### config.mk
export PLATFORM = sky130hd
export DESIGN_NAME = pitch_synth
export DESIGN_NICKNAME = d
export VERILOG_FILES = /design/src/rtl/pitch_synth_pkg.sv /design/src/rtl/pitch_synth_sine_lut.sv /design/src/rtl/pitch_synth.sv
export SDC_FILE = /design/constraint.sdc
export NUM_CORES = 1
export LEC_CHECK = 0
export BUFFER_PORTS_ARGS = -buffer_cell sky130_fd_sc_hd__buf_4
export CORE_MARGIN = 2
export CORE_UTILIZATION = 45
export DETAILED_ROUTE_END_ITERATION = 8
export MAX_ROUTING_LAYER = met4
export PLACE_DENSITY = 0.67
export SYNTH_ARGS = -nofsm -noshare
export SYNTH_HDL_FRONTEND = slang
export SYNTH_SLANG_ARGS = --single-unit
### constraint.sdc
create_clock -name clk_in -period 9 [get_ports clk_in]
set_input_delay 0.45 -clock clk_in [delete_from_list [all_inputs] [get_ports clk_in]]
set_output_delay 0.45 -clock clk_in [all_outputs]
set_load 0.005 [all_outputs]
### src/rtl/pitch_synth_pkg.sv
// pitch_synth shared types and helpers.
// State encoding, waveform selector values and the DDS scale constant.
package pitch_synth_pkg;

    typedef enum logic [1:0] {
        ST_IDLE = 2'd0,
        ST_LOAD = 2'd1,
        ST_RUN  = 2'd2
    } state_t;

    typedef enum logic [1:0] {
        WAVE_SQUARE = 2'd0,
        WAVE_SAW    = 2'd1,
        WAVE_TRI    = 2'd2,
        WAVE_SINE   = 2'd3
    } wave_t;

    localparam logic [8:0] SQ_POS   = 9'h0FF;
    localparam logic [8:0] SQ_NEG   = 9'h101;
    localparam logic [8:0] SIGN_FLP = 9'h100;

    // K = round(2^(phase_w+16) / sample_rate): Hz(16.16) -> phase step
    function automatic logic [63:0] calc_k(
        input int phase_w,
        input int sample_rate
    );
        logic [63:0] num;
        num = 64'd1 << (phase_w + 16);
        return (num + 64'(sample_rate / 2)) / 64'(sample_rate);
    endfunction

endpackage

### src/rtl/pitch_synth_sine_lut.sv
// Quarter-wave sine magnitude ROM.
// Entry i = round(255*sin((i+0.5)*pi/128)), mirrored by the caller.
module sine_quarter_lut (
    input  logic [5:0] i_idx,
    output logic [7:0] o_mag
);

    localparam logic [7:0] LUT [64] = '{
        8'd3,   8'd9,   8'd16,  8'd22,  8'd28,  8'd34,  8'd41,  8'd47,
        8'd53,  8'd59,  8'd65,  8'd71,  8'd77,  8'd83,  8'd89,  8'd95,
        8'd100, 8'd106, 8'd112, 8'd117, 8'd123, 8'd128, 8'd134, 8'd139,
        8'd144, 8'd149, 8'd154, 8'd159, 8'd164, 8'd169, 8'd174, 8'd178,
        8'd183, 8'd187, 8'd191, 8'd195, 8'd199, 8'd203, 8'd207, 8'd210,
        8'd214, 8'd217, 8'd220, 8'd223, 8'd226, 8'd229, 8'd232, 8'd234,
        8'd237, 8'd239, 8'd241, 8'd243, 8'd245, 8'd247, 8'd248, 8'd249,
        8'd251, 8'd252, 8'd253, 8'd253, 8'd254, 8'd255, 8'd255, 8'd255
    };

    assign o_mag = LUT[i_idx];

endmodule

### src/rtl/pitch_synth.sv
// DDS tone generator: 16.16 Hz in, signed samples out at SAMPLE_RATE.
// Frequency updates are phase-continuous; zero or >= Nyquist stops the tone.
module pitch_synth
    import pitch_synth_pkg::*;
#(
    parameter int SIG_WIDTH   = 9,
    parameter int WIDTH       = 32,
    parameter int PHASE_W     = 24,
    parameter int SAMPLE_RATE = 8000,
    parameter int CLK_HZ      = 100_000_000
) (
    input  logic                 clk_in,
    input  logic                 rst_in,
    input  logic [WIDTH-1:0]     f_in,
    input  logic                 f_in_valid,
    output logic                 f_in_ready,
    input  logic [1:0]           wave_sel,
    output logic [SIG_WIDTH-1:0] sample_out,
    output logic                 sample_valid,
    output logic                 active,
    output logic                 f_err
);

    localparam int CLK_DIV = CLK_HZ / SAMPLE_RATE;
    localparam int CNT_W   = $clog2(CLK_DIV);

    localparam logic [63:0] K_FULL = calc_k(PHASE_W, SAMPLE_RATE);
    localparam int          K_W    = $clog2(K_FULL + 64'd1);
    localparam int          PROD_W = WIDTH + K_W;

    localparam logic [K_W-1:0]    K   = K_FULL[K_W-1:0];
    localparam logic [WIDTH-1:0]  NYQ = WIDTH'(SAMPLE_RATE / 2) << 16;
    localparam logic [PROD_W-1:0] RND = PROD_W'(1) << 31;

    state_t               r_state;
    logic                 r_step;
    logic [WIDTH-1:0]     r_f;
    logic [PROD_W-1:0]    r_prod;
    logic [PHASE_W-1:0]   r_inc;
    logic [PHASE_W-1:0]   r_phase;
    logic [CNT_W-1:0]     r_cnt;
    logic                 r_ready;
    logic                 r_active;
    logic                 r_f_err;
    logic                 r_sample_valid;
    logic [SIG_WIDTH-1:0] r_sample_out;

    logic                 w_accept;
    logic                 w_tick;
    logic                 w_commit;
    logic                 w_zero;
    logic                 w_nyq;
    logic                 w_stop;
    logic                 w_phase_clr;
    logic [PROD_W-1:0]    w_mult;
    logic [PROD_W-1:0]    w_round;
    logic [PHASE_W-1:0]   w_new_inc;
    logic                 w_unused;

    logic [1:0]           w_quad;
    logic [5:0]           w_idx;
    logic [5:0]           w_lut_idx;
    logic [7:0]           w_mag;
    logic [8:0]           w_mag9;
    logic [8:0]           w_p9;
    logic [8:0]           w_tri;
    logic [8:0]           w_wave;

    assign w_accept  = f_in_valid && r_ready;
    assign w_tick    = (r_cnt == CNT_W'(CLK_DIV - 1));
    assign w_commit  = (r_state == ST_LOAD) && r_step;
    assign w_zero    = (r_f == '0);
    assign w_nyq     = (r_f >= NYQ);
    assign w_stop    = w_zero || w_nyq;
    assign w_phase_clr = w_commit && w_stop;

    assign w_mult    = {{(PROD_W - WIDTH){1'b0}}, r_f}
                     * {{(PROD_W - K_W){1'b0}}, K};
    assign w_round   = r_prod + RND;
    assign w_new_inc = w_round[32 +: PHASE_W];
    assign w_unused  = ^{w_round[31:0],
                         w_round[PROD_W-1:32+PHASE_W]};

    // Control FSM: latch request, two-cycle increment calc, commit
    always_ff @(posedge clk_in or negedge rst_in) begin
        if (!rst_in) begin
            r_state  <= ST_IDLE;
            r_step   <= 1'b0;
            r_f      <= '0;
            r_prod   <= '0;
            r_inc    <= '0;
            r_ready  <= 1'b1;
            r_active <= 1'b0;
            r_f_err  <= 1'b0;
        end else begin
            r_f_err <= 1'b0;
            unique case (r_state)
                ST_IDLE, ST_RUN: begin
                    if (w_accept) begin
                        r_f     <= f_in;
                        r_ready <= 1'b0;
                        r_step  <= 1'b0;
                        r_state <= ST_LOAD;
                    end
                end
                ST_LOAD: begin
                    if (!r_step) begin
                        r_prod <= w_mult;
                        r_step <= 1'b1;
                    end else begin
                        r_step  <= 1'b0;
                        r_ready <= 1'b1;
                        if (w_stop) begin
                            r_inc    <= '0;
                            r_active <= 1'b0;
                            r_f_err  <= w_nyq;
                            r_state  <= ST_IDLE;
                        end else begin
                            r_inc    <= w_new_inc;
                            r_active <= 1'b1;
                            r_state  <= ST_RUN;
                        end
                    end
                end
                default: begin
                    r_state <= ST_IDLE;
                end
            endcase
        end
    end

    // Free-running sample tick divider, independent of state
    always_ff @(posedge clk_in or negedge rst_in) begin
        if (!rst_in) begin
            r_cnt <= '0;
        end else if (w_tick) begin
            r_cnt <= '0;
        end else begin
            r_cnt <= r_cnt + CNT_W'(1);
        end
    end

    assign w_p9      = r_phase[PHASE_W-1 -: 9];
    assign w_quad    = r_phase[PHASE_W-1 -: 2];
    assign w_idx     = r_phase[PHASE_W-3 -: 6];
    assign w_lut_idx = w_quad[0] ? ~w_idx : w_idx;
    assign w_tri     = r_phase[PHASE_W-2 -: 9];
    assign w_mag9    = {1'b0, w_mag};

    sine_quarter_lut u_lut (
        .i_idx (w_lut_idx),
        .o_mag (w_mag)
    );

    // Waveform shaping from the current phase
    always_comb begin
        w_wave = '0;
        unique case (wave_t'(wave_sel))
            WAVE_SQUARE: begin
                w_wave = r_phase[PHASE_W-1] ? SQ_NEG : SQ_POS;
            end
            WAVE_SAW: begin
                w_wave = w_p9 ^ SIGN_FLP;
            end
            WAVE_TRI: begin
                w_wave = r_phase[PHASE_W-1] ? (~w_tri) ^ SIGN_FLP
                                            : w_tri ^ SIGN_FLP;
            end
            WAVE_SINE: begin
                w_wave = w_quad[1] ? (~w_mag9) + 9'd1 : w_mag9;
            end
            default: begin
                w_wave = '0;
            end
        endcase
    end

    // Sample emission and phase advance on each tick
    always_ff @(posedge clk_in or negedge rst_in) begin
        if (!rst_in) begin
            r_phase        <= '0;
            r_sample_valid <= 1'b0;
            r_sample_out   <= '0;
        end else begin
            r_sample_valid <= w_tick;
            if (w_tick) begin
                r_sample_out <= r_active
                              ? SIG_WIDTH'($signed(w_wave))
                              : '0;
            end
            if (w_phase_clr) begin
                r_phase <= '0;
            end else if (w_tick) begin
                r_phase <= r_phase + r_inc;
            end
        end
    end

    assign f_in_ready   = r_ready;
    assign sample_out   = r_sample_out;
    assign sample_valid = r_sample_valid;
    assign active       = r_active;
    assign f_err        = r_f_err;

endmodule
==> results of run 1 <==
==> cells by family (layout without fill, tap and decap cells) <==
logic type	count (synthesis)	count (layout)
compound gates	335	335
xor+xnor	100	100
fa+ha+maj	671	671
buf+inv	550	586
flops	135	135
mux	49	49
other cells	0	1
simple gates	372	372
==> how the worst min path moves through the flow <==
stage / slack, ns / depth (start not counted) / start / end
3_3_place_gp: 0.47 / 2 / sample_out[8] / sample_out[8]
2_1_floorplan: 0.15 / 0 / rst_in / active
4_1_cts: 0.19 / 2 / f_in[30] / r_f[30]
3_5_place_dp: 0.48 / 1 / r_cnt[0] / r_cnt[0]
6_report: 0.22 / 2 / f_in[30] / r_f[30]
5_1_grt: 0.20 / 2 / f_in[30] / r_f[30]
==> final cells by class <==
cell class,count,area [sq um],share of cell area
multi-input combinational,1527,15830,0.6910
sequential,135,3379,0.1476
clock inverter,14,198.9,0.008687
clock buffer,18,439.2,0.01918
antenna,1,2.502,0.0001093
tap,607,759.5,0.03316
inverter,498,1869,0.08162
timing repair buffer,56,426.7,0.01863
==> flip-flops by register name, summed over array words and instances, names as in the netlist <==
name and cells:
r_cnt 14, sample_valid 1, r_step 1, active 1
r_state 2, r_phase 24, r_prod 25, sample_out 9
r_f 32, r_inc 24, f_err 1, f_in_ready 1
==> worst max-delay path, delay by kind of cell (launching register included) <==
family | cells | cell delay (ns)
DFF | 1 | 0.77
and+or+nand+nor | 3 | 0.67
AOI/OAI and AO/OA | 7 | 1.65
buffers and inverters | 5 | 0.44
adders and majority gates | 8 | 3.79
==> through the flow <==
step                std cells  setup slack [ns]
finish                   2856             1.571
global route             2856             1.266
CTS                      2855             1.601
detailed placement       2822             1.618
global placement         2822             1.687
floorplan                2212             2.642
==> metal layers <==
metal,share of wire,wire length (um),up-vias,GRT usage
met5,0,0,-,-
met4,0.023,1215,0,0.06277
met3,0.056,3007,66,0.04501
li1,-,-,7251,-
met2,0.44,23540,385,0.3399
met1,0.48,25510,7599,0.3242
==> cell usage after synthesis (all sizes together) (6+ instances only) <==
master,number,area share
inv,497,0.088
ha,397,0.23
fa,274,0.26
nand2,158,0.028
dfrtp,134,0.16
a21oi,98,0.023
nor2,76,0.013
o21ai,74,0.017
xnor2,65,0.027
clkbuf,37,0.0065
mux2,36,0.019
nand3,35,0.0085
xor2,35,0.014
a21o,32,0.011
o31ai,30,0.011
a211oi,17,0.0066
buf,15,0.0034
nand4,15,0.0044
and3,14,0.0041
nor3,14,0.0033
nor2b,13,0.0038
mux2i,12,0.0056
nand2b,11,0.0032
a31oi,8,0.0024
or3,8,0.0024
a32oi,6,0.0025
and2,6,0.0018
o21a,6,0.0021
==> what timing repair did <==
item / in CTS / in global routing
setup buffers: 0 / 0
hold endpoints to repair: 4 / 0
hold buffers: 1 / 0
==> power groups by stage <==
stage	combinational (uW)	sequential, uW	clock (uW)
3_5_place_dp	32.6	618	0
2_1_floorplan	5.25	618	0
5_1_grt	36.2	606	816
4_1_cts	33.1	607	792
3_3_place_gp	32.0	618	0
6_report	31.9	607	774
==> flow_summary.rst, run 1 <==
.. list-table::
   :header-rows: 1

   * - Metric
     - Value
   * - Kind of start point of the critical path
     - register
   * - XOR/XNOR Fraction of Synth Area
     - 0.04115
   * - DRC Markers
     - 5
   * - Cell-internal power
     - 1076 uW
   * - Portion of total power attributed to sequential cells
     - 0.429
   * - Setup repair after global routing missed its margin
     - no
   * - Area of all placed cells without fillers
     - 0.02290 sq mm
   * - Commonest non-fill, non-tap cell in the layout
     - inv_1
   * - IR drop worst, VDD
     - 122.7 uV
   * - Clock Sinks
     - 135
   * - CTS Buf Count
     - 17
   * - Switching portion of total power
     - 0.2382
   * - Cells along the critical path
     - inv_1 > ha_1 > fa_1 > fa_1 > inv_1 > fa_1 > inv_1 > fa_1 > fa_1 > inv_1 > fa_1 > inv_1 > ha_1 > a21oi_1 > nor2_1 > nor2_1 > o2111ai_1 > nand3_2 > a21boi_4 > a31o_2 > a21o_1 > a211o_1 > a22o_1
   * - Class of the tightest hold or removal check
     - input pin to register
   * - Number of routed nets with antenna violations
     - 0
   * - Dominant combinational cell family by area after synthesis
     - adder cells
   * - Data required time at the worst endpoint
     - 9.34 ns
   * - Global-route wire length before repair
     - 85960 um
   * - Path type of the worst setup path
     - register to register
   * - Mapped Nets
     - 2920
   * - Max FO, Critical Path
     - 11
   * - Number of core rows
     - 79
   * - Max-cap violation count
     - 0
   * - Final HPWL DP
     - 44130 um
   * - Register bit count reported by yosys
     - 135
   * - Max stage delay on crit path
     - 0.77 ns
   * - Final-report hold violation count
     - 0
   * - X dimension of the die
     - 221.5 um
   * - Post-Place Cell Area
     - 0.02225 sq mm
   * - Fraction of layout instances using a drive strength above 1
     - 0.06495
   * - Routability congestion estimate
     - 0.9509
   * - Sequential-to-total area share from yosys stat
     - 0.1588
   * - Clock Tree Buf Depth
     - 2
   * - Transition at the pin with the smallest max-transition slack
     - 1.020 ns
   * - Effective utilization at floorplan
     - 0.4562
   * - Most frequent cells in the layout
     - inv_1, ha_1, fa_1
   * - Clock transition at the registers of the reported paths
     - 0.07 ns
   * - Slowest cell on crit path
     - dfrtp_1
   * - Crit path top cell by count
     - fa_1
   * - Initial antenna violation count
     - 1
   * - Highest clock frequency the design can meet
     - 0.1346 GHz
   * - Global route total overflow
     - 0
   * - Max-slew violation count
     - 0
   * - Number of top-level design ports
     - 50
   * - P_leak
     - 0.01311 uW
   * - Total standard cell area after synthesis
     - 0.02128 sq mm
   * - Count of vias placed by the detailed router
     - 15300
   * - Count of buffers inserted at the top-level ports
     - 49
   * - Switching pwr
     - 336.5 uW
   * - Sum of negative setup slack
     - 0 ns
   * - Via-per-instance ratio
     - 5.357
   * - Endpoint of the most critical setup path
     - r_prod[51]
   * - Number of cells on the worst reg-to-reg path
     - 23
   * - Clock tree root driver cell
     - clkbuf_16
   * - Average cell area after synthesis
     - 9.621 sq um
   * - Flop2flop setup slack
     - 1.57 ns
   * - Clock power share
     - 0.548
   * - Gates resized, CTS repair
     - 0
   * - TritonCTS clock tree
     - built
   * - Synthesized-area fraction occupied by ao, oa, aoi and oai cells
     - 0.1035
   * - Result of the run
     - complete, but fails checks
   * - WHS
     - 0.2173 ns
   * - First-pass DRT Iterations
     - 7
   * - Wire length per cell
     - 18.66 um
   * - Vias in the first global route
     - 15720
   * - Violations in the final reports
     - DRC
   * - Launching instance or port of the critical path
     - r_f[24]
   * - Total power
     - 1413 uW
   * - Pin count of the biggest net entering global routing
     - 69
   * - Final-layout fill cell count
     - 4342
   * - Synth Flop Type
     - dfrtp_1
   * - H-tree depth reported by CTS
     - 4
   * - Mapped Cells
     - 2212
   * - Number of DRC markers after the initial detailed-route iteration
     - 996
   * - Worst slew margin relative to its limit
     - 0.3192
   * - Clock Latency Late Sink
     - 0.46 ns
   * - Number of distinct library cells after synthesis
     - 75
   * - Final layout net count
     - 2943
   * - Fin util
     - 0.4909
   * - Tcrit/Tclk final
     - 0.8254
   * - EDFF count, synth
     - 0
   * - Adder and majority gate portion of the synthesized area
     - 0.4912
   * - Synth warn
     - 0
   * - Startpoint of the worst register-to-register path
     - r_f[24]
   * - Critical Path AT
     - 7.77 ns
   * - Chip height
     - 221.5 um
   * - Worst Setup End Kind
     - register
   * - Die outline area
     - 0.04905 sq mm
   * - Total routed wirelength
     - 53280 um
   * - Multiplexer share of the synthesized area
     - 0.02575
   * - Overall routing resource usage
     - 0.2306
   * - Layout overhead on the synthesized area
     - 7.614%
   * - Shortest period the worst path allows
     - 7.429 ns
   * - Setup violations, final
     - 0
   * - Combinational group share of total power
     - 0.023
   * - Post-synthesis async set-or-reset flop share
     - 1.000
   * - Power Dens Cells
     - 61.69 mW/mm^2
   * - Core footprint
     - 0.04665 sq mm
   * - Worst reg2reg endpoint
     - r_prod[51]
   * - Simple-gate portion of the synthesized area
     - 0.08196
   * - Clock skew
     - 0.02002 ns
Note: power is estimated with default switching activity, not from simulation.
==> run 2: changes to the inputs <==
==> constraint.sdc (replaced) <==
create_clock -name clk_in -period 7.25 [get_ports clk_in]
set_input_delay 0.3625 -clock clk_in [delete_from_list [all_inputs] [get_ports clk_in]]
set_output_delay 0.3625 -clock clk_in [all_outputs]
set_load 0.005 [all_outputs]
==> run 2 against run 1 <==
Compared with the run above: the flow still finishes with violations (DRC); clock skew increased by 0.0065 ns; hold slack worse by 0.077 ns; clock power is 7.9% higher; sequential share of layout area shrank 0.088 points; global-route usage increased by 0.27 points; combinational power increased by 24%.
==> flow_summary.rst, run 2 (synthesis results as in run 1) <==
.. list-table::
   :header-rows: 1

   * - Metric
     - Value
   * - Number of cells in the finished layout apart from fillers
     - 2887
   * - P_leak
     - 0.01323 uW
   * - Number of top-level design ports
     - 50
   * - Ant diodes
     - 0
   * - Clock tree root driver cell
     - clkbuf_16
   * - Number of DRC markers after the initial detailed-route iteration
     - 991
   * - Slowest cell on crit path
     - fa_1
   * - Clock Sinks
     - 135
   * - Violations in the final reports
     - DRC
   * - Via-per-instance ratio
     - 5.314
   * - Result of the run
     - complete, but fails checks
   * - Number of flip-flops under the largest register name
     - 32
   * - Max-slew violation count
     - 0
   * - Most frequent cells in the layout
     - inv_1, ha_1, fa_1
   * - IR drop worst, VDD
     - 152.6 uV
   * - Number of routed nets with antenna violations
     - 0
   * - Kind of start point of the critical path
     - register
   * - Clock Tree Buf Depth
     - 2
   * - Largest register by flop count
     - r_f
   * - Registers with the highest flip-flop counts
     - r_f x32, r_prod x25
   * - Critical Path AT
     - 7.21 ns
   * - First-pass DRT Iterations
     - 7
   * - Path type of the worst setup path
     - register to register
   * - Worst Setup End Kind
     - register
   * - Commonest non-fill, non-tap cell in the layout
     - inv_1
   * - Clock Latency Late Sink
     - 0.46 ns
   * - Final-layout fill cell count
     - 4287
   * - Final-report hold violation count
     - 0
   * - Final HPWL DP
     - 45190 um
   * - Total routed wirelength
     - 53350 um
   * - Max-cap violation count
     - 0
   * - Setup violations, final
     - 0
   * - Data required time at the worst endpoint
     - 7.55 ns
   * - Footprint of the multi-input gates
     - 0.01583 sq mm
   * - Tcrit/Tclk final
     - 0.9541
   * - Core footprint
     - 0.04665 sq mm
   * - Worst slew margin relative to its limit
     - 0.2759
   * - Transition at the pin with the smallest max-transition slack
     - 1.076 ns
   * - Fraction of layout instances using a drive strength above 1
     - 0.07807
   * - WP buf/inv
     - 5
   * - Global route total overflow
     - 0
   * - Register area
     - 0.003382 sq mm
   * - Cells along the critical path
     - inv_1 > ha_1 > fa_1 > fa_1 > inv_1 > fa_1 > inv_1 > fa_1 > fa_1 > inv_1 > fa_1 > inv_1 > ha_1 > a21oi_1 > o21ai_0 > nand2_1 > a311oi_2 > nand3_2 > a21boi_4 > a21boi_0 > o21ba_2 > mux2i_1 > o311ai_0
   * - Initial antenna violation count
     - 0
   * - Clock transition at the registers of the reported paths
     - 0.08 ns
   * - Setup repair after global routing missed its margin
     - no
   * - X dimension of the die
     - 221.5 um
   * - Vias in the first global route
     - 15960
   * - TritonCTS clock tree
     - built
   * - Clock skew
     - 0.02649 ns
   * - Wire length per cell
     - 18.48 um
   * - Number of buffers added for setup after CTS
     - 0
   * - Effective utilization at floorplan
     - 0.4562
   * - Chip height
     - 221.5 um
   * - Final layout net count
     - 2975
   * - Top cell family by delay on the critical path
     - adder cells
   * - DRC Markers
     - 5
   * - Sum of negative setup slack
     - 0 ns
   * - Pin count of the biggest net entering global routing
     - 79
   * - Max stage delay on crit path
     - 0.57 ns
   * - Count of placed standard cells including taps
     - 2854
   * - H-tree depth reported by CTS
     - 4
   * - Count of vias placed by the detailed router
     - 15340
   * - Power Dens Cells
     - 70.60 mW/mm^2
   * - Shortest period the worst path allows
     - 6.917 ns
   * - Crit path top cell by count
     - fa_1
   * - CTS Buf Count
     - 17
   * - Flop2flop setup slack
     - 0.33 ns
   * - Number of core rows
     - 79
   * - Count of buffers inserted at the top-level ports
     - 49
   * - Layout overhead on the synthesized area
     - 8.337%
   * - Max FO, Critical Path
     - 6
   * - Global-route wire length before repair
     - 86700 um
   * - Routability congestion estimate
     - 0.9851
   * - Highest clock frequency the design can meet
     - 0.1446 GHz
   * - Overall routing resource usage
     - 0.2332
   * - Class of the tightest hold or removal check
     - input pin to register
   * - Die outline area
     - 0.04905 sq mm
-- run 2: per-stage QoR --
step | setup slack (ns) | util | hold WS, ns | instance area, sq um | power, uW
floorplan | 0.8923 | - | 0.06691 | 21280 | 774.0
global placement | 0.3630 | 0.4821 | 0.3740 | 22490 | 806.7
detailed placement | 0.1741 | 0.4821 | 0.3792 | 22490 | 807.6
CTS | 0.2015 | 0.4941 | 0.1131 | 23050 | 1654
global route | 0.02759 | 0.4942 | 0.1248 | 23060 | 1688
finish | 0.3331 | 0.4942 | 0.1400 | 23060 | 1628
-- run 2: repair_timing --
action,CTS,global route
setup endpoints to repair,0,4
hold endpoints to repair,56,0
hold buffers,1,0
resized for setup,0,2
-- run 2: layout make-up --
cell class,instances,share of cell area
multi-input cells,1527,0.6864
flip-flops and latches,135,0.1467
inverters,498,0.08108
well taps,607,0.03294
repair buffers,88,0.02892
clock buffers,21,0.01997
clock inverters,11,0.003962
-- run 2: path summary, 6_finish.rpt --
check | endpoint | cells after the start | startpoint
worst max-delay path | r_prod[48] | 23 | r_f[16]
worst min-delay path | r_f[0] | 2 | f_in[0]
worst max register to register | r_prod[48] | 23 | r_f[16]
worst min register to register | sample_out[8] | 2 | sample_out[8]
max in group asynchronous | r_inc[1] | 3 | rst_in
min in group asynchronous | r_f[6] | 2 | rst_in
-- run 2: power by group --
part | internal [uW] | total [uW] | switching, uW
combinational | 15.9 | 39.5 | 23.6
clock | 462 | 835 | 373
sequential | 753 | 753 | 0
total | 1230 | 1630 | 397
-- run 2: worst reg2reg max path, cell delays in order, from the launching register on --
cell	delay (ns)
dfrtp_1	0.49
inv_1	0.23
ha_1	0.40
fa_1	0.42
fa_1	0.55
inv_1	0.05
fa_1	0.50
inv_1	0.06
fa_1	0.48
fa_1	0.49
inv_1	0.05
fa_1	0.57
inv_1	0.05
ha_1	0.34
a21oi_1	0.10
o21ai_0	0.26
nand2_1	0.14
a311oi_2	0.37
nand3_2	0.17
a21boi_4	0.29
a21boi_0	0.19
o21ba_2	0.26
mux2i_1	0.15
o311ai_0	0.17
-- run 2: layer usage --
metal	wire [um]	global-route usage	vias to the layer above	share of wire
met5	0	-	-	0
met4	878	0.04948	0	0.016
met3	2801	0.04315	53	0.053
met2	24330	0.3596	333	0.46
met1	25340	0.3218	7643	0.47
li1	-	-	7312	-
==> run 3: changes to the inputs <==
--- a/config.mk
+++ b/config.mk
@@ -5,6 +5,7 @@
 export SDC_FILE = /design/constraint.sdc
 export NUM_CORES = 1
 export LEC_CHECK = 0
+export ABC_AREA = 1
 export BUFFER_PORTS_ARGS = -buffer_cell sky130_fd_sc_hd__buf_4
 export CORE_MARGIN = 2
 export CORE_UTILIZATION = 45
==> run 3 against run 2 <==
Compared with the run above: the run ends with hold timing left; register-to-register slack is essentially flat; wire length grew 24%; hold slack lost 0.18 ns; non-clock buffer count shrank 26; core utilization shrank 0.13 points; highest routed layer unchanged.
==> flow_summary.rst, run 3 <==
.. list-table::
   :header-rows: 1

   * - Metric
     - Value
   * - Result of the run
     - complete, but fails checks
   * - Violations in the final reports
     - hold timing
   * - Highest clock frequency the design can meet
     - 0.1443 GHz
   * - Number of DRC markers after the initial detailed-route iteration
     - 1474
   * - Pin count of the biggest net entering global routing
     - 92
   * - Path type of the worst setup path
     - register to register
   * - Total standard cell area after synthesis
     - 0.02238 sq mm
   * - Max-slew violation count
     - 0
   * - WHS
     - -0.03587 ns
   * - Fraction of synthesized cell area taken by the top area cell type
     - 0.2451
   * - Core footprint
     - 0.04905 sq mm
   * - Most frequent cells in the layout
     - inv_1, nand2_1, ha_1
   * - Final layout net count
     - 3469
   * - Worst slew margin relative to its limit
     - 0.3686
   * - H-tree depth reported by CTS
     - 4
   * - Register bit count reported by yosys
     - 135
   * - Clock Sinks
     - 135
   * - Fraction of layout instances using a drive strength above 1
     - 0.05263
   * - Final-layout fill cell count
     - 4804
   * - Synth top cells by count
     - inv_1, nand2_1, ha_1
   * - Number of core rows
     - 81
   * - Transition at the pin with the smallest max-transition slack
     - 0.9461 ns
   * - Clock tree root driver cell
     - clkbuf_16
   * - Synth warn
     - 0
   * - Power Dens Cells
     - 73.17 mW/mm^2
   * - Registers with the highest flip-flop counts
     - r_f x32, r_prod x25
   * - Initial antenna violation count
     - 0
   * - Overall routing resource usage
     - 0.2852
   * - P_leak
     - 0.01261 uW
   * - Wire length per cell
     - 19.32 um
   * - Average cell area after synthesis
     - 8.265 sq um
   * - Area of all placed cells without fillers
     - 0.02418 sq mm
   * - Largest register by flop count
     - r_f
   * - Post-synth top area cell
     - fa_1
   * - Clock Tree Buf Depth
     - 2
   * - Tcrit/Tclk final
     - 0.9560
   * - Number of top-level design ports
     - 50
   * - Max-cap violation count
     - 0
   * - Setup ws final
     - 0.3193 ns
   * - Setup violations, final
     - 0
   * - Footprint of the multi-input gates
     - 0.01636 sq mm
   * - Clock Latency Late Sink
     - 0.49 ns
   * - Setup repair after global routing missed its margin
     - no
   * - Number of cells in the finished layout apart from fillers
     - 3438
   * - Ant diodes
     - 0
   * - IR drop worst, VDD
     - 177.8 uV
   * - Data required time at the worst endpoint
     - 7.61 ns
   * - Flop2flop setup slack
     - 0.32 ns
   * - Number of routed nets with antenna violations
     - 0
   * - Register area
     - 0.003382 sq mm
   * - Post-Place Cell Area
     - 0.02354 sq mm
   * - Shortest period the worst path allows
     - 6.931 ns
   * - Global route total overflow
     - 0
   * - Effective utilization at floorplan
     - 0.4563
   * - Sum of negative setup slack
     - 0 ns
   * - Final HPWL DP
     - 56690 um
   * - Clock skew
     - 0.01349 ns
   * - Synth Flop Type
     - dfrtp_1
   * - EDFF count, synth
     - 0
   * - X dimension of the die
     - 227.0 um
   * - Worst Setup End Kind
     - register
   * - Most frequent cell after synthesis
     - inv_1
   * - Number of flip-flops under the largest register name
     - 32
   * - Main area contributors after synthesis
     - fa_1, ha_1, dfrtp_1
   * - Vias in the first global route
     - 18770
   * - Total routed wirelength
     - 66410 um
   * - TritonCTS clock tree
     - built
   * - Commonest non-fill, non-tap cell in the layout
     - inv_1
   * - Count of placed standard cells including taps
     - 3406
   * - Global routing usage on met3
     - 0.03123
   * - First-pass DRT Iterations
     - 5
   * - Count of buffers inserted at the top-level ports
     - 49
   * - Kind of start point of the critical path
     - register
   * - Global-route wire length before repair
     - 107400 um
   * - Via-per-instance ratio
     - 5.256
   * - Mapped Nets
     - 3416
   * - Count of vias placed by the detailed router
     - 18070
   * - Number of distinct library cells after synthesis
     - 54
   * - Class of the tightest hold or removal check
     - input pin to async pin
   * - Chip height
     - 227.0 um
   * - Die outline area
     - 0.05154 sq mm
   * - Met1 Resource Use GR
     - 0.4104
   * - GRT Max-Usage Layer
     - met2
   * - DRC Markers
     - 0
   * - Max FO, Critical Path
     - 10
   * - Final-report hold violation count
     - 22
   * - Worst setup slack after placement
     - 0.2410 ns
   * - Count of hold-fix buffers inserted at cts
     - 0
   * - Mapped Cells
     - 2708
   * - Critical Path AT
     - 7.29 ns
   * - Routability congestion estimate
     - 1.013
   * - Number of cells on the worst reg-to-reg path
     - 21
   * - Global routing usage on met2
     - 0.4326
   * - Clock transition at the registers of the reported paths
     - 0.07 ns
   * - Layout overhead on the synthesized area
     - 8.011%
   * - Post-synthesis async set-or-reset flop share
     - 1.000
   * - Sequential-to-total area share from yosys stat
     - 0.1510
   * - CTS Buf Count
     - 17
run 3: cell count changes in the layout (fill, tap and decap cells not counted), moves of 16 or more:
cell      before  now
nand2_1      158  450
buf_4         86   61
o21ai_0       74  153
xnor2_1       65   17
nand4_1       15   32
o21bai_1       5   22
nor2_1        76  147
o31ai_1       30    1
nand3_1       34  113
nand2_2        0   16
inv_1        496  659
mux2_2        36    0
a21o_1        32   10
run 3: final cells by class:
| cell class | count | area share |
|---|---|---|
| Clock inverter | 15 | 0.008591 |
| Sequential cell | 135 | 0.1399 |
| Clock buffer | 17 | 0.01760 |
| Tap cell | 664 | 0.03436 |
| Multi-Input combinational cell | 1880 | 0.6769 |
| Inverter | 665 | 0.1032 |
| Timing Repair Buffer | 62 | 0.01941 |
run 3: logic make-up (layout without fill, tap and decap cells):
family / after synthesis / after routing / synth area share
flip-flops: 135 / 135 / 0.1510
XOR/XNOR: 50 / 50 / 0.01990
AND/OR/NAND/NOR: 822 / 822 / 0.1591
AO/OA/AOI/OAI: 337 / 337 / 0.08475
adder cells (fa/ha/maj): 671 / 671 / 0.4670
buffers and inverters: 693 / 759 / 0.1182
run 3: final timing paths:
kind,to,start
setup / recovery,r_prod[52],r_f[16]
hold / removal,r_phase[18],rst_in
setup reg to reg,r_prod[52],r_f[16]
hold reg to reg,r_cnt[0],r_cnt[0]
max in group asynchronous,r_f[22],rst_in
min in group clk_in,r_f[23],f_in[23]
run 3: critical path, stage by stage, from the launching register on:
cell and delay (ns):
dfrtp_1 0.77, inv_1 0.34, ha_1 0.46, fa_1 0.42, fa_1 0.55, inv_1 0.05
fa_1 0.56, inv_1 0.08, fa_1 0.48, fa_1 0.52, inv_1 0.06, fa_1 0.54
inv_1 0.04, ha_1 0.32, a21oi_1 0.25, nand2_1 0.09, a21oi_1 0.27, nor2_1 0.11
o21ai_0 0.47, nand4_1 0.16, nand3_1 0.15, o21ai_0 0.09
run 3: layer usage:
metal  share of wire  up-vias
li1                -     8606
met1            0.50     8938
met2            0.44      465
met3           0.044       60
met4           0.018        0
met5               0        -
run 3: stage by stage:
| step | total power (uW) | utilization |
|---|---|---|
| floorplan | 773.6 | - |
| global placement | 808.3 | 0.4799 |
| detailed placement | 808.5 | 0.4799 |
| CTS | 1786 | 0.4928 |
| global route | 1820 | 0.4929 |
| finish | 1769 | 0.4929 |
run 3: power breakdown:
| part | internal [uW] | switching [uW] | total, uW |
|---|---|---|---|
| Clock | 555 | 420 | 976 |
| Sequential | 753 | 0 | 753 |
| Combinational | 15.1 | 25.1 | 40.2 |
| Total | 1320 | 446 | 1770 |
run 3: timing repair:
item / CTS / global route
endpoints found under the setup margin: 0 / 6
buffers inserted: 0 / 0
resized for setup: 0 / 2
